--- src/rtl/char_slot_sched.sv ---
// Falling-character slot table for the typing game: one sequencer serialises
// spawn, key-hit and per-frame move requests; the renderer reads slots through a side port.
`timescale 1ns/1ps
module char_slot_sched #(
    parameter int NSLOT    = 16,
    parameter int BOTTOM   = 480,
    parameter int MAX_MISS = 8,
    parameter int SCORE_W  = 10,
    localparam int IW      = $clog2(NSLOT)
) (
    input  logic               pclk,
    input  logic               reset,
    input  logic               frame_tick,
    input  logic               spawn_req,
    input  logic [7:0]         spawn_ascii,
    input  logic [9:0]         spawn_x,
    input  logic [2:0]         spawn_speed,
    output logic               spawn_ack,
    output logic               spawn_ok,
    input  logic               hit_req,
    input  logic [7:0]         hit_ascii,
    output logic               hit_ack,
    output logic               hit_found,
    input  logic [IW-1:0]      rd_idx,
    output logic               rd_valid,
    output logic [7:0]         rd_ascii,
    output logic [9:0]         rd_x,
    output logic [9:0]         rd_y,
    output logic [2:0]         rd_speed,
    output logic [SCORE_W-1:0] score,
    output logic [SCORE_W-1:0] miss_cnt,
    output logic               gameover,
    output logic               tick_drop
);

    typedef enum logic [2:0] {IDLE, MOVE, HIT, SPAWN, COMMIT, ACK} state_t;

    state_t        state;
    logic [IW-1:0] idx;
    logic          op_hit;
    logic          tick_pend;
    logic [7:0]    req_ascii;
    logic [9:0]    req_x;
    logic [2:0]    req_speed;
    logic          cand_found;
    logic [IW-1:0] cand_idx;
    logic [9:0]    cand_y;
    logic          overlap;

    logic       slot_valid [NSLOT];
    logic [7:0] slot_ascii [NSLOT];
    logic [9:0] slot_x     [NSLOT];
    logic [9:0] slot_y     [NSLOT];
    logic [2:0] slot_speed [NSLOT];

    logic [10:0]        ny;
    logic [SCORE_W-1:0] score_inc;
    logic [SCORE_W-1:0] miss_inc;
    logic               spawn_fits;

    // Move arithmetic is done in 11 bits so a character near row 1023 cannot wrap back on screen.
    assign ny         = {1'b0, slot_y[idx]} + {8'd0, slot_speed[idx]};
    assign score_inc  = (score == '1) ? score : score + SCORE_W'(1);
    assign miss_inc   = (miss_cnt == '1) ? miss_cnt : miss_cnt + SCORE_W'(1);
    assign spawn_fits = cand_found && !overlap;

    assign rd_valid = slot_valid[rd_idx];
    assign rd_ascii = slot_ascii[rd_idx];
    assign rd_x     = slot_x[rd_idx];
    assign rd_y     = slot_y[rd_idx];
    assign rd_speed = slot_speed[rd_idx];

    always_ff @(posedge pclk or posedge reset) begin
        if (reset) begin
            state      <= IDLE;
            idx        <= '0;
            op_hit     <= 1'b0;
            tick_pend  <= 1'b0;
            req_ascii  <= '0;
            req_x      <= '0;
            req_speed  <= '0;
            cand_found <= 1'b0;
            cand_idx   <= '0;
            cand_y     <= '0;
            overlap    <= 1'b0;
            spawn_ack  <= 1'b0;
            spawn_ok   <= 1'b0;
            hit_ack    <= 1'b0;
            hit_found  <= 1'b0;
            score      <= '0;
            miss_cnt   <= '0;
            gameover   <= 1'b0;
            tick_drop  <= 1'b0;
            for (int i = 0; i < NSLOT; i++) begin
                slot_valid[i] <= 1'b0;
                slot_ascii[i] <= '0;
                slot_x[i]     <= '0;
                slot_y[i]     <= '0;
                slot_speed[i] <= '0;
            end
        end else begin
            spawn_ack <= 1'b0;
            hit_ack   <= 1'b0;
            if (frame_tick && tick_pend) tick_drop <= 1'b1;
            if (frame_tick) tick_pend <= 1'b1;

            case (state)
                IDLE: begin
                    idx        <= '0;
                    cand_found <= 1'b0;
                    cand_idx   <= '0;
                    cand_y     <= '0;
                    overlap    <= 1'b0;
                    // A tick taken here merges with one arriving on the same edge.
                    if (tick_pend) begin
                        tick_pend <= 1'b0;
                        if (!gameover) state <= MOVE;
                    end else if (hit_req) begin
                        op_hit    <= 1'b1;
                        req_ascii <= hit_ascii;
                        if (gameover) begin
                            hit_ack   <= 1'b1;
                            hit_found <= 1'b0;
                            state     <= ACK;
                        end else begin
                            state <= HIT;
                        end
                    end else if (spawn_req) begin
                        op_hit    <= 1'b0;
                        req_ascii <= spawn_ascii;
                        req_x     <= spawn_x;
                        req_speed <= spawn_speed;
                        if (gameover) begin
                            spawn_ack <= 1'b1;
                            spawn_ok  <= 1'b0;
                            state     <= ACK;
                        end else begin
                            state <= SPAWN;
                        end
                    end
                end
                MOVE: begin
                    if (slot_valid[idx] && !gameover) begin
                        if (ny >= 11'(BOTTOM)) begin
                            slot_valid[idx] <= 1'b0;
                            slot_ascii[idx] <= '0;
                            slot_x[idx]     <= '0;
                            slot_y[idx]     <= '0;
                            slot_speed[idx] <= '0;
                            miss_cnt        <= miss_inc;
                            if (miss_inc == SCORE_W'(MAX_MISS)) gameover <= 1'b1;
                        end else begin
                            slot_y[idx] <= ny[9:0];
                        end
                    end
                    idx <= idx + IW'(1);
                    if (idx == IW'(NSLOT - 1)) state <= IDLE;
                end
                HIT: begin
                    // Strict compare keeps the lowest index on equal rows.
                    if (slot_valid[idx] && slot_ascii[idx] == req_ascii &&
                        (!cand_found || slot_y[idx] > cand_y)) begin
                        cand_found <= 1'b1;
                        cand_idx   <= idx;
                        cand_y     <= slot_y[idx];
                    end
                    idx <= idx + IW'(1);
                    if (idx == IW'(NSLOT - 1)) state <= COMMIT;
                end
                SPAWN: begin
                    if (!slot_valid[idx] && !cand_found) begin
                        cand_found <= 1'b1;
                        cand_idx   <= idx;
                    end
                    if (slot_valid[idx] && slot_x[idx] == req_x && slot_y[idx] < 10'd16)
                        overlap <= 1'b1;
                    idx <= idx + IW'(1);
                    if (idx == IW'(NSLOT - 1)) state <= COMMIT;
                end
                COMMIT: begin
                    if (op_hit) begin
                        hit_ack   <= 1'b1;
                        hit_found <= cand_found;
                        if (cand_found) begin
                            slot_valid[cand_idx] <= 1'b0;
                            slot_ascii[cand_idx] <= '0;
                            slot_x[cand_idx]     <= '0;
                            slot_y[cand_idx]     <= '0;
                            slot_speed[cand_idx] <= '0;
                            score                <= score_inc;
                        end
                    end else begin
                        spawn_ack <= 1'b1;
                        spawn_ok  <= spawn_fits;
                        if (spawn_fits) begin
                            slot_valid[cand_idx] <= 1'b1;
                            slot_ascii[cand_idx] <= req_ascii;
                            slot_x[cand_idx]     <= req_x;
                            slot_y[cand_idx]     <= '0;
                            slot_speed[cand_idx] <= req_speed;
                        end
                    end
                    state <= ACK;
                end
                ACK: begin
                    // Requester is still holding req this cycle; it is ignored.
                    state <= IDLE;
                end
                default: state <= IDLE;
            endcase
        end
    end

endmodule

--- config.mk ---
export PLATFORM = sky130hd
export DESIGN_NAME = char_slot_sched
export DESIGN_NICKNAME = d
export VERILOG_FILES = /design/src/rtl/char_slot_sched.sv
export SDC_FILE = /design/constraint.sdc
export NUM_CORES = 2
export LEC_CHECK = 0
export CAP_MARGIN = 20
export CORE_ASPECT_RATIO = 1.1
export CORE_UTILIZATION = 42
export DETAILED_ROUTE_END_ITERATION = 7
export GPL_ROUTABILITY_DRIVEN = 0
export SETUP_SLACK_MARGIN = 0.4
export SLEW_MARGIN = 20
export SYNTH_ARGS = -nofsm -noshare
export SYNTH_HDL_FRONTEND = slang
export SYNTH_SLANG_ARGS = --single-unit
--- constraint.sdc ---
create_clock -name pclk -period 19 [get_ports pclk]
set_input_delay 3.8 -clock pclk [delete_from_list [all_inputs] [get_ports pclk]]
set_output_delay 3.8 -clock pclk [all_outputs]
set_load 0.005 [all_outputs]
Yosys cells after proc, flatten, opt, wreduce, memory -nomap -nowiden

Index checks and enable logic that the tools add are counted.

Flip-flop bits (word level): 584
Latch bits: 0
RAM bits: 0
ROM bits: 0
Input bits: 38
Output and inout bits: 58
Memories: 0

Add/subtract/negate cells: 4
Multiply operators: 0
Divide/modulo/power cells: 0
Magnitude comparators: 8
Equal/unequal tests: 28
Shift operators: 0
Muxes and demuxes: 128
Bitwise operators: 25
Reduce and logical (&&, ||, !) cells: 38

Operator list:

| kind                                       | number |
|---|---|
| 160-bit two-way mux                        | 10 |
| 160-bit bitwise AND                        | 4 |
| 128-bit two-way mux                        | 5 |
| 160-bit case mux with 2 select lines       | 2 |
| 160-bit bitwise mux                        | 2 |
| 160-bit inverter                           | 2 |
| 128-bit bitwise AND                        | 2 |
| 128-bit inverter                           | 2 |
| 128-bit case mux with 2 select lines       | 1 |
| 48-bit two-way mux                         | 5 |
| 10-bit binary-select mux with 4-bit select | 4 |
| 128-bit bitwise mux                        | 1 |
| 10-bit two-way mux                         | 12 |
| 48-bit bitwise AND                         | 2 |
| 48-bit inverter                            | 2 |
| 48-bit case mux with 2 select lines        | 1 |
| 10-bit demux with 4-bit select             | 2 |
| 16-bit two-way mux                         | 5 |
| 8-bit binary-select mux with 4-bit select  | 2 |
| 8-bit demux with 4-bit select              | 2 |
| 8-bit two-way mux                          | 8 |
| 48-bit bitwise mux                         | 1 |
| 3-bit two-way mux                          | 14 |
| 16-bit bitwise AND                         | 2 |
| other kinds (50)                           | 138 |

Depth between registers and ports, before layout

Depth after elaboration: 10
Depth in mapped cells: 24
Depth with buffers taken out: 15

Least setup slack after synthesis

OpenSTA, ideal clock, no wires.

Path kind: input-to-output
Start: in rd_idx[0]
End: out rd_ascii[3]
Data arrival time: 5.872 ns
Data required time: 15.200 ns
Setup slack: 9.328 ns
Stages on the path: 4
Path buffers: 2
Path through: clkbuf_1 buf_1 mux4_2 mux4_2

Word-level cells in the longest chain between the ends: 4

Ends and longest elaborated chain:

| item                                                   | line | text |
|---|---|---|
| start: declaration                                     | 24   | `input logic [IW-1:0] rd_idx,` |
| 4-bit inverter with 5-bit output (implied by the code) | 68   | `assign rd_ascii = slot_ascii[rd_idx];` |
| 8-bit binary-select mux with 4-bit select              | 68   |  |
| 8-bit two-way mux (implied by the code) (2 in series)  | 68   |  |
| end: declaration                                       | 26   | `output logic [7:0] rd_ascii,` |

No other way between the ends. The select of a mux whose other input is x is not followed.

Final worst setup path

Start: in rd_idx[1]
End: out rd_x[9]

Word-level cells in the longest chain between the ends: 4

Ends and longest elaborated chain:

| item                                                   | line | text |
|---|---|---|
| 4-bit inverter with 5-bit output (implied by the code) | 69   | `assign rd_x = slot_x[rd_idx];` |
| 10-bit binary-select mux with 4-bit select             | 69   |  |
| 10-bit two-way mux (implied by the code) (2 in series) | 69   |  |
| end: declaration                                       | 27   | `output logic [9:0] rd_x,` |

No other way between the ends. The select of a mux whose other input is x is not followed.

==> out/qor.txt <==
Peak VDD IR = 0.0859 mV
Most frequent cells in the layout = dfrtp_1 (580), a22o_1 (315), mux4_2 (291), nand2_1 (269), o21ai_0 (149)
Leakage Power = 14.6 nW
Crit path largest cell delay = 920 ps
Worst path depth = 5
Post-Synthesis Cells = 2,363
Cell count after placement = 3,230
R2R depth = 14
All-Layer GR Usage = 29.3%
Max Slew Vio Count = 0
Setup Skew = 32.7 ps
Clk root buf = clkbuf_16
CP cell instances = buf_6, buf_4, mux4_2, mux4_2, clkdlybuf4s50_1
TNS Setup = 0 ps
Synth Register Bits = 584
Status = finished, final reports clean
Vias/cell = 6.89
Clock transition at path regs = 60 ps
PortBufs = 95
Worst Hold Depth = 1
Global route overflow = 0
Post-synth EDFFs = 0
Avg WL per Cell = 31.7 um
Avg Cell Area, Syn = 13.0 um^2
Setup-failing EPs final = 0
CP Data Arrival Time = 7050 ps
Max Cap Viol = 0
Slowest stage cell, crit path = buf_4
Hold Fails Final Rpt = 0
First-pass GRT wire length = 160,000 um
Share of layout cells above drive strength 1 = 20.8%
HPWL after detailed placement = 63,400 um
Synth Flop Type = dfrtp_1
Worst hold path type = flop to flop
Initial antenna violation count = 1
Iteration-0 DRC Markers = 2,628
RSZ-0062 raised after global routing = no
CP Class = input pin to primary output
Diodes inserted = 0
Synth area leaders = dfrtp_1 (48%), mux4_2 (21%), a22o_1 (9.0%)
PostCTS Resize Cnt = 0
DR pass1 iterations = 6
Synth warnings = 0
Fin cells = 3,353
Slew headroom = 22.5%
Final ANT Viol Nets = 0
Post-CTS Setup Repair Bufs = 0
Starting density of the core = 42.6%
Critical path required time = 15,200 ps
# IOs = 96
Total Wirelength = 106,000 um
DIE AREA = 74,200 um^2
CTS sink cnt = 584
Die width = 260 um
Pwr Density = 109 nW/um^2
Vias = 23,100
Vias in the first global route = 23,400
Max Fclk = 92.1 MHz
Tcrit/Tclk final = 57.1%
Worst-Margin Slew = 1160 ps
Nets = 2,414
H-tree depth = 3
Yosys top cell by area = dfrtp_1
Seq/Total Area, Yosys = 47.6%
Hold buffer count at cts = 0
Count of cell types in the netlist = 71
Crit path capture type = primary output
Yosys top cell area share = 47.6%
Site Rows = 103
Post-synth ARST share = 100%
CTS tree = built
# DRC = 0
Syn nets = 2,421
Filler Cells Inserted = 6,260
Pin count of the biggest net entering global routing = 176
Final min period = 10,850 ps
Cell Area, Synth = 30,700 um^2
Cell mode on critical path = mux4_2
CP max FO = 69
CP top delay family = buffers and inverters
DIE HEIGHT = 286 um
Num CTS Buffers = 68
Commonest non-fill, non-tap cell in the layout = dfrtp_1
Core area = 72,000 um^2
Worst Setup Start Kind = input pin
Layout area overhead = 12.6%
Crit path buffers/inverters = 3
Longest Clk Path Bufs = 3
Worst-Skew Late Latency = 630 ps
==> layer usage <==
layer | track usage (%) | part of all wire [%]
met3 | 7.56 | 10
met2 | 43.7 | 45
met5 | 0 | 0.010
met4 | 14.8 | 5.6
met1 | 39.5 | 39
==> cell type report <==
| cell class | count | area, um^2 | share of cell area, % |
|---|---|---|---|
| Timing Repair Buffer | 141 | 1340 | 3.87 |
| Clock inverter | 21 | 300 | 0.868 |
| Multi-Input combinational cell | 1531 | 15100 | 43.6 |
| Inverter | 30 | 116 | 0.336 |
| Tap cell | 945 | 1180 | 3.42 |
| Sequential cell | 584 | 14600 | 42.3 |
| Clock buffer | 101 | 1950 | 5.62 |
==> kinds of logic (layout without fill, tap and decap cells) <==
kind of cell | after synthesis | in the layout | share of synthesized area [%]
compound gates | 623 | 623 | 15.4
mux | 332 | 332 | 23.8
buf+inv | 248 | 293 | 3.58
xor+xnor | 40 | 40 | 1.14
flops | 584 | 584 | 47.6
fa+ha+maj | 20 | 20 | 0.839
simple gates | 516 | 516 | 7.67
==> state kept, by name (all words and copies together) (netlist names), named ones only <==
name	flops
slot_y	160
op_hit	1
cand_idx	4
miss_cnt	10
hit_found	1
slot_speed	48
cand_y	10
req_ascii	8
overlap	1
req_x	10
slot_ascii	128
req_speed	3
tick_pend	1
tick_drop	1
score	10
spawn_ok	1
hit_ack	1
spawn_ack	1
slot_x	160
gameover	1
idx	4
cand_found	1
state	3
==> through the flow <==
stage	setup WS [ps]	hold WS (ps)	power, mW	utilization [%]	area [um^2]
global route	8080	502	3.90	48.0	34600
CTS	8230	489	3.77	48.0	34600
detailed placement	8230	476	2.44	44.9	32300
floorplan	7240	451	2.15	-	30700
global placement	8300	469	2.41	44.9	32300
finish	8150	478	3.76	48.0	34600
==> worst paths after layout <==
check                                           start                endpoint  slack [ps]
worst max-delay path                        rd_idx[1]                 rd_x[9]        8150
worst min-delay path            tick_drop$_DFFE_PP0P_   tick_drop$_DFFE_PP0P_         480
worst max register to register     idx[0]$_DFFE_PP0P_  slot_x[65]$_DFFE_PP0P_       11920
worst min register to register  tick_drop$_DFFE_PP0P_   tick_drop$_DFFE_PP0P_         480
max in group asynchronous                       reset     overlap$_DFFE_PP0P_       12520
min in group asynchronous                       reset  slot_y[29]$_DFFE_PP0P_        3600
==> Yosys cell counts, types with 15 or more instances <==
library cell and n:
nand2b_1 25, buf_2 19, inv_1 27, o21ai_1 16, nand4_1 15, a32o_1 22, nand2_1 270, dfrtp_1 584
buf_1 23, nand3_1 31, and2_1 37, a21oi_1 32, clkbuf_1 153, mux4_1 20, ha_1 19, o2bb2ai_1 17
nor2_1 63, buf_4 15, a22o_1 315, o21ai_0 149, mux4_2 291, a21o_1 23, xnor2_1 30
==> report_power, final <==
part / switching (mW) / total, mW / internal [mW]
registers: 0.182 / 1.52 / 1.34
logic: 0.546 / 0.908 / 0.362
clock network: 0.547 / 1.33 / 0.784
Power figures use the tool's default switching activity.
==> variant, RTL diff (same settings) <==
Make the reset (`reset`) synchronous in one clocked block.
--- a/src/rtl/char_slot_sched.sv
+++ b/src/rtl/char_slot_sched.sv
@@ -70,7 +70,7 @@
     assign rd_y     = slot_y[rd_idx];
     assign rd_speed = slot_speed[rd_idx];
 
-    always_ff @(posedge pclk or posedge reset) begin
+    always_ff @(posedge pclk) begin
         if (reset) begin
             state      <= IDLE;
             idx        <= '0;
Function: not settled (the Yosys comparison gave no result); the edit may change what the design does.
==> variant against the unedited design <==
  * Sequential cell count increased by 4
  * Critical path depth up 1
  * Worst setup slack got worse by 570 ps
  * Wire length shrank 10%
  * Count of clock-buffer cells in the layout fell by 17
  * Synthesized area about the same
  * First-iteration DRC count fell by 5.2%
  * Final cell count down 6.3%
  * Design area up 0.43%
  * Total power rose by 1.5%
  * Die area hardly changed
==> variant: results (changes against the unedited design) <==
- Global routing usage on met3: 5.00% (-2.6 points)
- Drt pass-1 iters: 5 (-1)
- Sequential share of power: 43.7% (+3.3 points)
- Antenna violations before repair: 4 (+3)
- R2R setup slack: 12,950 ps (+1030 ps)
- Top post-synthesis cells by area: edfxtp_1, mux4_2, and2_1
- Synth Area in XOR/XNOR: 0.912% (-0.23 points)
- Mux contribution to synthesized area: 23.5% (-0.29 points)
- Ys async rst share: 0% (-100 points)
- Max VDD drop: 0.0694 mV (-19%)
- EDFF count, synth: 512 (+512)
- Wire per inst: 30.4 um (-4.2%)
- LEAKAGE: 11.5 nW (-21%)
- Post-synthesis sequential area ratio: 55.0% (+7.4 points)
- Tot GR Track Use: 26.0% (-3.2 points)
- Worst slew pin tran: 1150 ps (-11.8 ps)
- Area of placed instances: 32,600 um2 (+0.97%)
- Drt initial violations: 2,492 (-5.2%)
- Crit path DAT: 7630 ps (+580 ps)
- Layout cell share with drive strength beyond 1: 23.6% (+2.8 points)
- Vias/cell: 6.23 (-9.5%)
- Drt total wl: 95,400 um (-10%)
- Number of global-route vias before repair: 19,700 (-16%)
- Metal-1 WL: 36,800 um (-10%)
- Post-synthesis compound-gate area fraction: 2.51% (-13 points)
- Critical path origin: rd_idx[0]
- Met2 Use GR: 41.3% (-2.5 points)
- Post-layout net count: 2,199 (-8.9%)
- Critical path fanouts, max: 45 (-35%)
- Avg Cell Area, Syn: 14.5 um2 (+11%)
- WL met2: 45,100 um (-6.5%)
- Met3 routed WL: 9550 um (-14%)
- Global-route wire length before repair: 137,000 um (-14%)
- Largest net degree at the start of global routing: 67 (-62%)
- Cell variety after synth: 75 (+5.6%)
- Crit path to: rd_valid
- Worst Skew: 23.3 ps (-9.34 ps)
- GR Layer Usage met1: 35.1% (-4.4 points)
- Commonest cells in the netlist: edfxtp_1, and2_1, mux4_2
- RR Endpoint: slot_x[8][6]
- Hpwl dp: 55,400 um (-13%)
- Internal: 2.66 mW (+7.3%)
- Placed Cells: 3,021 (-6.5%)
- Top layer in use: met4
- Post-Synth Adder-Cell Area: 0.717% (-0.12 points)
- Run status: finished, final reports clean
- Power Combinational: 0.887 mW (-2.3%)
==> variant: cell count changes in the layout (fill, tap and decap cells not counted), sizes merged, moves of 146 or more <==
cell | unedited run | this run
nand2 | 271 | 118
nor2 | 64 | 210
dfrtp | 584 | 0
a22o | 315 | 1
o21ai | 168 | 16
edfxtp | 0 | 512
and2 | 38 | 339
==> variant: worst max-delay path: stages <==
cell and delay, ps:
clkbuf_8 480, buf_4 840, buf_4 810, mux4_2 590
mux4_2 560, clkdlybuf4s50_1 480
==> variant: per-stage QoR <==
stage	setup slack, ps	total power [mW]	util (%)	hold WS [ps]
4_1_cts	7460	3.83	48.2	451
2_1_floorplan	9330	2.27	-	430
3_3_place_gp	7520	2.56	45.3	437
3_5_place_dp	7460	2.58	45.3	442
6_report	7570	3.81	48.2	449
5_1_grt	7220	3.95	48.2	480
==> variant: final cells by class <==
| cell class | count | area, um2 |
|---|---|---|
| timing repair buffer | 136 | 1240 |
| inverter | 18 | 67.6 |
| clock buffer | 84 | 1810 |
| sequential | 588 | 16900 |
| multi-input combinational | 1334 | 13200 |
| tap | 945 | 1180 |
| antenna | 2 | 5.00 |
| fill | 6125 | 37300 |
| clock inverter | 35 | 294 |
==> variant: worst min path at each step <==
stage                 to      start  cells after the start  slack (ps)
2_1_floorplan  cand_y[6]  cand_y[6]                      2         430
3_3_place_gp   cand_y[9]  cand_y[9]                      2         440
3_5_place_dp   cand_y[4]  cand_y[4]                      2         440
4_1_cts        cand_y[4]  cand_y[4]                      2         450
5_1_grt        cand_y[6]  cand_y[6]                      2         480
6_report       cand_y[9]  cand_y[9]                      2         450
